File: config.mk
export PLATFORM = sky130hd
export DESIGN_NAME = l_type_flat
export DESIGN_NICKNAME = d
export VERILOG_FILES = /design/src/rtl/riscv_pkg.sv /design/src/rtl/instr_io.sv /design/src/rtl/l_extract.sv /design/src/rtl/l_type.sv /design/src/flat_wrapper.sv
export SDC_FILE = /design/constraint.sdc
export NUM_CORES = 1
export LEC_CHECK = 0
export CORE_AREA = 2 2 114 116
export CTS_CLUSTER_DIAMETER = 150
export CTS_CLUSTER_SIZE = 16
export DETAILED_ROUTE_END_ITERATION = 6
export DIE_AREA = 0 0 116 118
export PLACE_DENSITY = 0.62
export REMOVE_ABC_BUFFERS = 1
export SLEW_MARGIN = 30
export SYNTH_ARGS = -nofsm -noshare
export SYNTH_HDL_FRONTEND = slang
export SYNTH_SLANG_ARGS = --single-unit
File: constraint.sdc
create_clock -name clk -period 1.8 [get_ports clk]
set_input_delay 0.36 -clock clk [delete_from_list [all_inputs] [get_ports clk]]
set_output_delay 0.36 -clock clk [all_outputs]
set_load 0.01 [all_outputs]
File: src/rtl/riscv_pkg.sv
// Shared RV32I definitions for the load-formatting slice of the core.
package riscv_pkg;

   localparam int unsigned XLEN = 32;

   localparam logic [6:0] OPC_LOAD = 7'b0000011;

   // Values are the RV32I funct3 encodings, so they are pinned explicitly.
   typedef enum logic [2:0] {
      LB  = 3'b000,
      LH  = 3'b001,
      LW  = 3'b010,
      LBU = 3'b100,
      LHU = 3'b101
   } l_func;

endpackage

File: src/rtl/instr_io.sv
// Instruction/data datapath bundle shared by the execute slices of the core.
interface Instr_IO;
   import riscv_pkg::*;

   logic [XLEN-1:0] idata;
   logic [XLEN-1:0] drdata;
   logic [XLEN-1:0] daddr;
   logic [XLEN-1:0] iaddr;
   logic [XLEN-1:0] imm;
   logic [XLEN-1:0] rv1;
   logic [XLEN-1:0] rv2;
   logic [XLEN-1:0] regdata_L;
   logic            load_fault;
   logic [XLEN-1:0] fault_pc;

   modport L_type_io_ports (
      input  idata, drdata, daddr, iaddr, imm, rv1, rv2,
      output regdata_L, load_fault, fault_pc
   );

endinterface

File: src/rtl/l_extract.sv
// Combinational load lane select and extension, plus misaligned/illegal flags.
module l_extract
   import riscv_pkg::*;
(
   input  logic [XLEN-1:0] drdata,
   input  logic [1:0]      addr_lo,
   input  logic [2:0]      funct3,
   output logic [XLEN-1:0] data,
   output logic            misaligned,
   output logic            illegal
);

   logic [7:0]  byte_sel;
   logic [15:0] half_sel;

   // Misaligned accesses keep the lane picked by the upper address bits; no rotation.
   assign byte_sel = drdata[{addr_lo, 3'b000} +: 8];
   assign half_sel = addr_lo[1] ? drdata[31:16] : drdata[15:0];

   always_comb begin
      data       = '0;
      misaligned = 1'b0;
      illegal    = 1'b0;
      case (funct3)
         LB:  data = {{24{byte_sel[7]}}, byte_sel};
         LH: begin
            data       = {{16{half_sel[15]}}, half_sel};
            misaligned = addr_lo[0];
         end
         LW: begin
            data       = drdata;
            misaligned = |addr_lo;
         end
         LBU: data = {24'd0, byte_sel};
         LHU: begin
            data       = {16'd0, half_sel};
            misaligned = addr_lo[0];
         end
         default: illegal = 1'b1;
      endcase
   end

endmodule

File: src/rtl/l_type.sv
// RV32I load-result formatter with a registered fault status for bad loads.
module l_type
   import riscv_pkg::*;
(
   input  logic                  clk,
   input  logic                  reset,
   Instr_IO.L_type_io_ports      io
);

   logic [6:0]      opcode;
   logic [2:0]      funct3;
   logic [XLEN-1:0] ext_data;
   logic            misaligned;
   logic            illegal;

   logic            load_fault_d, load_fault_q;
   logic [XLEN-1:0] fault_pc_d, fault_pc_q;

   logic            unused_sig;

   assign opcode = io.idata[6:0];
   assign funct3 = io.idata[14:12];

   l_extract u_extract (
      .drdata     (io.drdata),
      .addr_lo    (io.daddr[1:0]),
      .funct3     (funct3),
      .data       (ext_data),
      .misaligned (misaligned),
      .illegal    (illegal)
   );

   // Result is opcode-independent; writeback enable is gated downstream.
   assign io.regdata_L = ext_data;

   always_comb begin
      load_fault_d = (opcode == OPC_LOAD) && (misaligned || illegal);
      fault_pc_d   = load_fault_d ? io.iaddr : fault_pc_q;
   end

   always_ff @(posedge clk or negedge reset) begin
      if (!reset) begin
         load_fault_q <= 1'b0;
         fault_pc_q   <= '0;
      end else begin
         load_fault_q <= load_fault_d;
         fault_pc_q   <= fault_pc_d;
      end
   end

   assign io.load_fault = load_fault_q;
   assign io.fault_pc   = fault_pc_q;

   assign unused_sig = ^{io.idata[31:15], io.idata[11:7], io.daddr[31:2],
                         io.imm, io.rv1, io.rv2};

endmodule

File: src/flat_wrapper.sv
// flat-port wrapper written by rule: the top's interface ports become plain ports
module l_type_flat import riscv_pkg::*;
  (clk, reset, io_idata, io_drdata, io_daddr, io_iaddr, io_imm, io_rv1, io_rv2, io_regdata_L, io_load_fault, io_fault_pc);
  Instr_IO io_i ();
  input  logic clk;
  input  logic reset;
  input wire logic [$bits(io_i.idata)-1:0] io_idata;
  input wire logic [$bits(io_i.drdata)-1:0] io_drdata;
  input wire logic [$bits(io_i.daddr)-1:0] io_daddr;
  input wire logic [$bits(io_i.iaddr)-1:0] io_iaddr;
  input wire logic [$bits(io_i.imm)-1:0] io_imm;
  input wire logic [$bits(io_i.rv1)-1:0] io_rv1;
  input wire logic [$bits(io_i.rv2)-1:0] io_rv2;
  output wire logic [$bits(io_i.regdata_L)-1:0] io_regdata_L;
  output wire logic [$bits(io_i.load_fault)-1:0] io_load_fault;
  output wire logic [$bits(io_i.fault_pc)-1:0] io_fault_pc;
  assign io_i.idata = io_idata;
  assign io_i.drdata = io_drdata;
  assign io_i.daddr = io_daddr;
  assign io_i.iaddr = io_iaddr;
  assign io_i.imm = io_imm;
  assign io_i.rv1 = io_rv1;
  assign io_i.rv2 = io_rv2;
  assign io_regdata_L = io_i.regdata_L;
  assign io_load_fault = io_i.load_fault;
  assign io_fault_pc = io_i.fault_pc;
  l_type u_core (.clk(clk), .reset(reset), .io(io_i));
endmodule
==> qor.txt, run 1 <==
Hold Violations, Final -> 0
Gate Count Post-Synth -> 174
DRT iter0 DRCs -> 119
Number of flops mapped to enable cells by yosys -> 0
I/O Pins -> 291
Post-DP HPWL -> 5908 µm
Htree depth -> 2
Largest net degree at the start of global routing -> 34
Die W -> 116 µm
Port-buffer cells -> 142
R2R setup slack -> 1.04 ns
Reg clk slew, reported paths -> 0.06 ns
Final worst path period need -> 2.092 ns
Multi-input logic area -> 1334 µm²
Vias in the first global route -> 2407
Worst EP arrival -> 1.73 ns
Leakage power -> 2.056 nW
# rows -> 41
Global-route wire length before repair -> 12540 µm
Setup ws final -> -0.2923 ns
Pins Over Slew Limit -> 0
Post-synth top cells -> mux2_2, dfrtp_1, nand2_1
Grt ovf -> 0
FF/Latch Area -> 825.8 µm²
Tightest Pin Transition -> 0.7708 ns
Gr usage total -> 11.81%
Power Dens Cells -> 640.1 nW/µm²
Layout cell share with drive strength beyond 1 -> 47.44%
Sink Count -> 33
Cells after DPL -> 500
Synth cell types -> 33
Synth Flop Type -> dfrtp_1
Post-synth top area cell -> dfrtp_1
Vias -> 2251
Placer Congestion -> 0.8435
Status -> finished with violations
Layout fillers -> 1262
Vias per cell -> 4.296
Yosys warning count -> 0
Max IR drop VDD -> 0.0003693 V
Layout Utilization -> 34.81%
R2R depth -> 1
Hold buffer count at CTS -> 0
Synthesis-to-layout area growth -> 116.1%
Syn Area/Cell -> 11.49 µm²
Crit Reg-Reg Startpoint -> u_core.io.fault_pc[25]
Violated checks -> negative setup slack
Max-cap violations -> 0
Startpoint Class -> primary input
Fin cells -> 524
Pre-CTS setup slack -> -1.209 ns
Post-route ant nets -> 0
Asr flop ratio synth -> 100.0%
Layout net count -> 577
Setup CP Type -> in2out
Highest clock rate -> 477.9 MHz
Final setup violating endpoints -> 38
Die area -> 13690 µm²
# DRC -> 0
Slew HR -> 48.61%
Initial core utilization -> 16.11%
RSZ-0062 raised after global routing -> yes
Die height -> 118 µm
CP Max Fanout -> 5
Worst hold path class -> in2async
Synth top area cells -> dfrtp_1, mux2_2, a211oi_1
#FFs+latches synth -> 33
Initial DRT Pass Iterations -> 4
Top-count cell post-synth -> mux2_2
CTS buffer count -> 5
CP Data Required Time -> 1.44 ns
Register area share after synthesis -> 41.30%
Final Cycle Share -> 116.2%
Clock tree buffer depth -> 2
N_diodes -> 0
Mapped cell area -> 1999 µm²
Skew final -> 0 ns
Initial antenna violation count -> 0
Worst skew pair latency -> 0.28 ns
Final wirelength -> 8634 µm
CTS tree -> done
CTS root buffer -> clkbuf_16
Worst r2r dst -> u_core.io.fault_pc[25]
Core box area -> 12410 µm²
Setup_tns -> -5.832 ns
CP Capture Type -> output port
Critical Path Sink -> io_regdata_L[9]
Yosys top cell area share -> 41.30%
Wire per inst -> 16.48 µm
CP startpoint -> io_drdata[31]
flip-flops by register name, indices dropped and copies added, names as in the netlist:
signal and cells:
u_core.io.load_fault 1, u_core.io.fault_pc 32
report_power, final:
| part | total, mW | internal (mW) | leakage [nW] | switching [mW] |
|---|---|---|---|---|
| registers | 0.843 | 0.809 | 0.449 | 0.0345 |
| logic | 0.901 | 0.542 | 1.52 | 0.359 |
| clock network | 1.02 | 0.692 | 0.0841 | 0.330 |
| total | 2.77 | 2.04 | 2.06 | 0.723 |
cell type report:
type,instances,area share [%]
clock inverter,1,0.6948
inverter,2,0.1737
multi-input combinational,123,30.86
clock buffer,7,3.301
timing repair buffer,186,40.88
tap,172,4.980
sequential,33,19.11
cell usage in the layout, fill, tap and decap left out, types with 2 or more instances in the layout:
master	netlist	layout
a211o_1	4	4
a211oi_2	0	16
a221o_1	9	9
buf_12	0	4
buf_2	6	34
buf_4	1	21
buf_6	5	20
buf_8	0	5
clkbuf_16	0	6
clkdlybuf4s50_1	0	89
dfrtp_1	33	33
dlygate4sd2_1	0	6
dlymetal6s2s_1	0	5
mux2_2	34	11
mux2_4	0	24
mux2i_1	6	4
nand2_1	17	17
nand2b_4	0	2
nor2_1	7	3
nor2_2	0	3
nor2b_1	8	6
nor2b_4	0	2
nor3b_1	3	2
repair_timing:
action                                  in CTS  in global routing
buffers inserted                            16                  2
gates resized for setup                    251                 33
cloned                                       3                  1
pin swaps                                   17                 11
endpoints found under the setup margin      64                 44
how the worst min path moves through the flow:
stage | start | slack [ns] | end | depth (start not counted)
final | reset | 0.16 | u_core.io.fault_pc[3] | 1
after global placement | u_core.io.fault_pc[14] | 0.48 | u_core.io.fault_pc[14] | 1
after floorplan | reset | 0.06 | u_core.io.fault_pc[0] | 0
after detailed placement | u_core.io.fault_pc[14] | 0.48 | u_core.io.fault_pc[14] | 1
after global routing | reset | 0.23 | u_core.io.fault_pc[25] | 1
after CTS | reset | 0.19 | u_core.io.fault_pc[25] | 1
metal layers:
| metal | vias up | wire [µm] | global-route usage (%) |
|---|---|---|---|
| li1 | 1008 | - | - |
| met1 | 1072 | 3237 | 12.63 |
| met3 | 30 | 975 | 4.789 |
| met5 | - | 0 | 0 |
| met4 | 0 | 362 | 5.729 |
| met2 | 141 | 4059 | 19.92 |
cell families (layout without fill, tap and decap cells):
kind of cell,count (synthesis),count (layout),synth area share [%]
simple gates,42,42,10.95
buf+inv,18,196,5.820
mux,42,42,23.84
flops,33,33,41.30
compound gates,39,39,18.09
per-stage QoR:
step	instance area, µm²	hold slack [ns]	total power, mW
6_report	4322	0.1601	2.766
5_1_grt	4322	0.2303	2.902
4_1_cts	4277	0.1932	2.818
3_5_place_dp	3782	0.4813	1.677
3_3_place_gp	3782	0.4768	1.663
2_1_floorplan	1891	0.06441	1.108
critical path, cell delays in order:
cell and delay (ns):
buf_6 0.10, mux4_2 0.53, and3_4 0.21, buf_6 0.12, a221o_1 0.27, buf_2 0.14
Power figures use the tool's default switching activity.
==> run 2: changes to the inputs <==
Settings changed: CAP_MARGIN set to 20, CTS_CLUSTER_DIAMETER 150 to not set.
==> results of run 2 <==
No change in the layout: final DEF, timing and power equal those of run 1.
